`src/rtl/mux_scan_ctrl_pkg.sv`:
```
// Shared constants and types for the mux scan controller.
// The state encoding is fixed so that it matches external debug tooling.
package mux_scan_ctrl_pkg;

    localparam int n_ch  = 4;
    localparam int sel_w = 2;

    typedef enum logic [1:0] {
        st_idle   = 2'd0,
        st_settle = 2'd1,
        st_sample = 2'd2
    } state_e;

    // Counter width is max(1, clog2(settle+1)).
    function automatic int cnt_width(input int settle);
        return (settle < 2) ? 1 : $clog2(settle + 1);
    endfunction

endpackage

```
`src/rtl/mux_scan_ctrl_settle_timer.sv`:
```
// Loadable down-counter; tc flags that the loaded settle interval has elapsed.
module settle_timer #(
    parameter int W = 1
) (
    input  logic         clk,
    input  logic         rst,
    input  logic         load,
    input  logic         en,
    input  logic [W-1:0] load_val,
    output logic         tc
);

    logic [W-1:0] count_r;

    // Count register: load has priority, then decrement down to zero.
    always_ff @(posedge clk or posedge rst) begin
        if (rst) begin
            count_r <= {W{1'b0}};
        end else if (load) begin
            count_r <= load_val;
        end else if (en && (count_r != {W{1'b0}})) begin
            count_r <= count_r - W'(1);
        end else begin
            count_r <= count_r;
        end
    end

    assign tc = (count_r == {W{1'b0}});

endmodule

```
`src/rtl/mux_scan_ctrl.sv`:
```
// Scan controller: steps the mux select through all channels, waits SETTLE
// cycles on each, samples mux_out and publishes the word with a done pulse.
module mux_scan_ctrl
    import mux_scan_ctrl_pkg::*;
#(
    parameter int SETTLE = 1,
    parameter int N_CH   = 4
) (
    input  logic             clk,
    input  logic             rst,
    input  logic             start,
    input  logic             cont,
    input  logic             abort,
    input  logic             mux_out,
    output logic [sel_w-1:0] sel,
    output logic             busy,
    output logic             done,
    output logic [n_ch-1:0]  capture
);

    localparam int                CNT_W    = cnt_width(SETTLE);
    localparam logic [CNT_W-1:0]  LOAD_VAL = CNT_W'((SETTLE > 0) ? (SETTLE - 1) : 0);
    localparam state_e            FIRST_ST = (SETTLE > 0) ? st_settle : st_sample;
    localparam logic [sel_w-1:0]  LAST_CH  = sel_w'(N_CH - 1);

    state_e          state_r;
    logic            start_r;
    logic [n_ch-2:0] buf_r;
    logic            load_s;
    logic            en_s;
    logic            tc_s;

    // Timer reload whenever the FSM is about to begin a new channel dwell.
    always_comb begin
        load_s = 1'b0;
        en_s   = (state_r == st_settle);
        case (state_r)
            st_idle:   load_s = start_r & ~abort;
            st_sample: load_s = ~abort & ((sel != LAST_CH) | cont);
            default:   load_s = 1'b0;
        endcase
    end

    settle_timer #(
        .W(CNT_W)
    ) u_timer (
        .clk      (clk),
        .rst      (rst),
        .load     (load_s),
        .en       (en_s),
        .load_val (LOAD_VAL),
        .tc       (tc_s)
    );

    // Scan FSM with registered sel/busy/done/capture; start is registered
    // once in IDLE so a scan begins one cycle after the request is seen.
    always_ff @(posedge clk or posedge rst) begin
        if (rst) begin
            state_r <= st_idle;
            start_r <= 1'b0;
            buf_r   <= {(n_ch-1){1'b0}};
            sel     <= {sel_w{1'b0}};
            busy    <= 1'b0;
            done    <= 1'b0;
            capture <= {n_ch{1'b0}};
        end else begin
            done <= 1'b0;
            case (state_r)
                st_idle: begin
                    if (start_r && !abort) begin
                        start_r <= 1'b0;
                        sel     <= {sel_w{1'b0}};
                        busy    <= 1'b1;
                        state_r <= FIRST_ST;
                    end else begin
                        start_r <= start & ~abort;
                    end
                end
                st_settle: begin
                    if (abort) begin
                        sel     <= {sel_w{1'b0}};
                        busy    <= 1'b0;
                        state_r <= st_idle;
                    end else if (tc_s) begin
                        state_r <= st_sample;
                    end else begin
                        state_r <= st_settle;
                    end
                end
                st_sample: begin
                    if (abort) begin
                        sel     <= {sel_w{1'b0}};
                        busy    <= 1'b0;
                        state_r <= st_idle;
                    end else if (sel != LAST_CH) begin
                        buf_r[sel] <= mux_out;
                        sel        <= sel + 2'd1;
                        state_r    <= FIRST_ST;
                    end else begin
                        capture <= {mux_out, buf_r};
                        done    <= 1'b1;
                        if (cont) begin
                            sel     <= {sel_w{1'b0}};
                            state_r <= FIRST_ST;
                        end else begin
                            busy    <= 1'b0;
                            state_r <= st_idle;
                        end
                    end
                end
                default: begin
                    start_r <= 1'b0;
                    sel     <= {sel_w{1'b0}};
                    busy    <= 1'b0;
                    state_r <= st_idle;
                end
            endcase
        end
    end

endmodule
```
`config.mk`:
```
export PLATFORM = sky130hd
export DESIGN_NAME = mux_scan_ctrl
export DESIGN_NICKNAME = d
export VERILOG_FILES = /design/src/rtl/mux_scan_ctrl_pkg.sv /design/src/rtl/mux_scan_ctrl_settle_timer.sv /design/src/rtl/mux_scan_ctrl.sv
export SDC_FILE = /design/constraint.sdc
export NUM_CORES = 1
export LEC_CHECK = 0
export ABC_AREA = 1
export CORE_ASPECT_RATIO = 0.9
export CORE_MARGIN = 2
export CORE_UTILIZATION = 48
export CTS_BUF_LIST = sky130_fd_sc_hd__clkbuf_2
export DETAILED_ROUTE_END_ITERATION = 16
export PLACE_DENSITY = 0.73
export SLEW_MARGIN = 20
export SYNTH_ARGS = -nofsm -noshare
export SYNTH_HDL_FRONTEND = slang
export SYNTH_SLANG_ARGS = --single-unit
```
`constraint.sdc`:
```
create_clock -name clk -period 1.2 [get_ports clk]
set_input_delay 0.18 -clock clk [delete_from_list [all_inputs] [get_ports clk]]
set_output_delay 0.18 -clock clk [all_outputs]
set_load 0.02 [all_outputs]
```
==> impl_metrics.xml <==
<?xml version="1.0" encoding="UTF-8"?>
<metrics>
  <group name="finish">
    <metric name="final-instance-count-excl-fill" unit="">153</metric>
    <metric name="fin_nets" unit="">144</metric>
    <metric name="area_growth_syn_to_layout" unit="%">48.5</metric>
    <metric name="post-route-util" unit="%">74.5</metric>
    <metric name="layout.filler_cells" unit="">132</metric>
    <metric name="diodes" unit="">0</metric>
    <metric name="post-route-cell-area" unit="µm²">1210</metric>
    <metric name="drive_above_1_share" unit="%">47.3</metric>
  </group>
  <group name="grt">
    <metric name="grt_max_degree" unit="">16</metric>
    <metric name="grt_util_all_layers" unit="%">22.6</metric>
    <metric name="antenna_found_initial" unit="">0</metric>
    <metric name="globalRoute.totalOverflow" unit="">0</metric>
    <metric name="grt_pass1_vias" unit="">744</metric>
    <metric name="global_route_wire_length_before_repair" unit="µm">3190</metric>
  </group>
  <group name="floorplanning">
    <metric name="initial_core_util" unit="%">50.2</metric>
    <metric name="io_pins" unit="">14</metric>
    <metric name="floorplan.die.height" unit="µm">43.1</metric>
    <metric name="site_row_count" unit="">14</metric>
    <metric name="floorplan.core_area" unit="µm²">1630</metric>
    <metric name="die-area" unit="µm²">2050</metric>
    <metric name="chipWidth" unit="µm">47.5</metric>
  </group>
  <group name="power_and_ir_drop">
    <metric name="post-layout-total-power" unit="mW">2.12</metric>
    <metric name="power_density" unit="nW/µm²">1750</metric>
    <metric name="worst_ir_drop_on_vdd" unit="mV">1.28</metric>
    <metric name="total_leakage_power" unit="nW">0.645</metric>
  </group>
  <group name="synthesis">
    <metric name="ys_types" unit="">16</metric>
    <metric name="synthMostInstantiatedCell" unit="">nand2_1</metric>
    <metric name="netlist_top_cells_count" unit="">34 x nand2_1, 15 x dfrtp_1, 12 x inv_1</metric>
    <metric name="synth_top_area_share" unit="%">45.9</metric>
    <metric name="yosysWarningCount" unit="">0</metric>
    <metric name="synth-seq-cells" unit="">15</metric>
    <metric name="syn-cell-area" unit="µm²">817</metric>
    <metric name="synthDominantAreaCellType" unit="">dfrtp_1</metric>
    <metric name="synth-main-ff-cell" unit="">dfrtp_1</metric>
    <metric name="yosys-top-cells-area" unit="">dfrtp_1 46%, nand2_1 16%, ha_1 12%, inv_1 5.5%, nand3_1 3.7%</metric>
    <metric name="seq_area_frac_synth" unit="%">45.9</metric>
    <metric name="postSynthCellCount" unit="">101</metric>
    <metric name="synth.avg_cell_area" unit="µm²">8.09</metric>
    <metric name="async_flop_share" unit="%">100</metric>
    <metric name="synthesis.nets" unit="">115</metric>
    <metric name="synth-edff-count" unit="">0</metric>
  </group>
  <group name="drt">
    <metric name="drt-vias-per-instance" unit="">5.22</metric>
    <metric name="remaining_drcs" unit="">0</metric>
    <metric name="ant_nets" unit="">0</metric>
    <metric name="total_iterations_of_the_first_detailed_routing_run" unit="">4</metric>
    <metric name="dr.first_iter.drc_count" unit="">11</metric>
    <metric name="detail_route.wirelength" unit="µm">2170</metric>
    <metric name="via_count" unit="">799</metric>
    <metric name="wire_per_inst" unit="µm">14.2</metric>
  </group>
  <group name="critical_path">
    <metric name="startpoint_types" unit="">flop</metric>
    <metric name="critical_path_class" unit="">reg2reg</metric>
    <metric name="worst_r2r_path_depth" unit="">7</metric>
    <metric name="crit_path_max_fanout" unit="">3</metric>
    <metric name="worstSetupEndpointType" unit="">flop</metric>
    <metric name="critical_path_arrival" unit="ps">1490</metric>
    <metric name="critical_path_required" unit="ps">1450</metric>
    <metric name="rrSetupSlack" unit="ps">-40</metric>
    <metric name="crit-reg2reg-capture" unit="">sel[0]$_DFFE_PP0P_</metric>
    <metric name="reg2reg_from" unit="">state_r[0]$_DFFE_PP0P_</metric>
  </group>
  <group name="cts">
    <metric name="insertion_delay" unit="ps">290</metric>
    <metric name="tritoncts.num_buffers" unit="">3</metric>
    <metric name="cts.sink_count" unit="">15</metric>
    <metric name="cts_tree" unit="">yes</metric>
    <metric name="cts_hold_buffers" unit="">0</metric>
    <metric name="clock_tree.buffer_depth" unit="">2</metric>
    <metric name="htree_num_levels" unit="">1</metric>
    <metric name="clk_pin_slew" unit="ps">170</metric>
    <metric name="clk_root_buffer_cell" unit="">clkbuf_2</metric>
  </group>
  <group name="worst_hold_path">
    <metric name="min_path_type" unit="">in2async</metric>
  </group>
  <group name="sta">
    <metric name="rsz_0062_raised_after_global_routing" unit="">yes</metric>
    <metric name="timing_hold_violations_final" unit="">0</metric>
    <metric name="timing.final.setup_violations" unit="">11</metric>
    <metric name="fin_crit_sh" unit="%">104</metric>
    <metric name="setup-tns-final" unit="ps">-266</metric>
    <metric name="max-slew-margin-rel" unit="%">76.9</metric>
    <metric name="tightestPinTransition" unit="ps">345</metric>
    <metric name="finalClockSkew" unit="ps">0.502</metric>
    <metric name="fmax" unit="MHz">804</metric>
    <metric name="post-route-min-period" unit="ps">1240</metric>
    <metric name="slew_viol_final" unit="">0</metric>
    <metric name="fin_hold_ws" unit="ps">159</metric>
    <metric name="final_worst_slack" unit="ps">-44.0</metric>
  </group>
  <group name="place">
    <metric name="placedInstanceArea" unit="µm²">1030</metric>
    <metric name="pre_cts_setup_slack" unit="ps">-145</metric>
    <metric name="dp_cells" unit="">144</metric>
    <metric name="place_hpwl" unit="µm">1250</metric>
    <metric name="place.gp.congestion" unit="">0.833</metric>
    <metric name="placement.io_buffers" unit="">13</metric>
  </group>
  <group name="run">
    <metric name="cap_viol_max_count" unit="">0</metric>
  </group>
  <group name="status">
    <metric name="result_of_the_run" unit="">complete, but fails checks</metric>
    <metric name="violations" unit="">negative setup slack</metric>
  </group>
</metrics>
==> placed cells by master (no fill, tap or decap), types with 4 or more instances in the layout <==
master           count
buf_4                8
nand2_1             25
clkdlybuf4s50_1      4
nor2_1               6
inv_1                5
o21ai_1              5
inv_2                5
nand2_2              7
inv_4                5
dfrtp_1             12
nand3_2              4
nand2_4              5
ha_4                 5
clkbuf_2             8
==> flip-flops by register name (all words and copies together), names as in the netlist <==
signal	count
start_r	1
capture	4
done	1
state_r	2
sel	2
buf_r	3
busy	1
u_timer.count_r	1
==> cell type report <==
type                    instances  area (µm²)  share of cell area, %
multi-input cells              71         524                   43.2
clock inverters                 1        5.00                  0.412
flip-flops and latches         15         379                   31.2
repair buffers                 24         191                   15.8
inverters                      15        68.8                   5.67
well taps                      24        30.0                   2.47
clock buffers                   3        15.0                   1.24
==> what timing repair did <==
action	4_1_cts	5_1_grt
setup buffers	4	1
endpoints found under the setup margin	22	22
pin swaps	2	9
gates resized for setup	38	36
==> metal layers <==
metal  vias to the layer above  GRT usage, %  part of all wire [%]
met2                        36          36.5                    48
met3                        17          3.83                   4.8
met1                       376          29.1                    42
met5                         -             0                     0
li1                        370             -                     -
met4                         0          8.89                   5.9
==> worst max-delay path, cell delays in order (launching register included) <==
cell,delay (ps)
dfrtp_1,440
buf_4,160
ha_4,170
inv_2,70
nor2_1,60
a21oi_2,140
nand3_1,90
nand2_1,60
==> kinds of logic (layout without fill, tap and decap cells) <==
kind of cell / after synthesis / after routing / synth area share, %
and+or+nand+nor: 56 / 56 / 30.6
DFF: 15 / 15 / 45.9
buffers and inverters: 15 / 43 / 6.89
adders and majority gates: 8 / 8 / 12.3
AOI/OAI and AO/OA: 7 / 7 / 4.29
==> how the worst max path moves through the flow <==
stage / start / endpoint / slack, ps / depth (start not counted)
after detailed placement: abort / busy$_DFFE_PP0P_ / -140 / 7
after global placement: state_r[0]$_DFFE_PP0P_ / busy$_DFFE_PP0P_ / -100 / 7
after CTS: state_r[0]$_DFFE_PP0P_ / busy$_DFFE_PP0P_ / -30 / 8
final: state_r[0]$_DFFE_PP0P_ / sel[0]$_DFFE_PP0P_ / -40 / 7
after floorplan: sel[0]$_DFFE_PP0P_ / buf_r[0]$_DFFE_PP0P_ / 3 / 7
after global routing: sel[0]$_DFFE_PP0P_ / buf_r[2]$_DFFE_PP0P_ / -100 / 7
==> where the power goes <==
| group | internal (mW) | switching (mW) |
|---|---|---|
| sequential | 0.613 | 0.105 |
| clock | 0.0755 | 0.183 |
| combinational | 0.512 | 0.633 |
No activity file was read; power rests on OpenSTA's default activity.
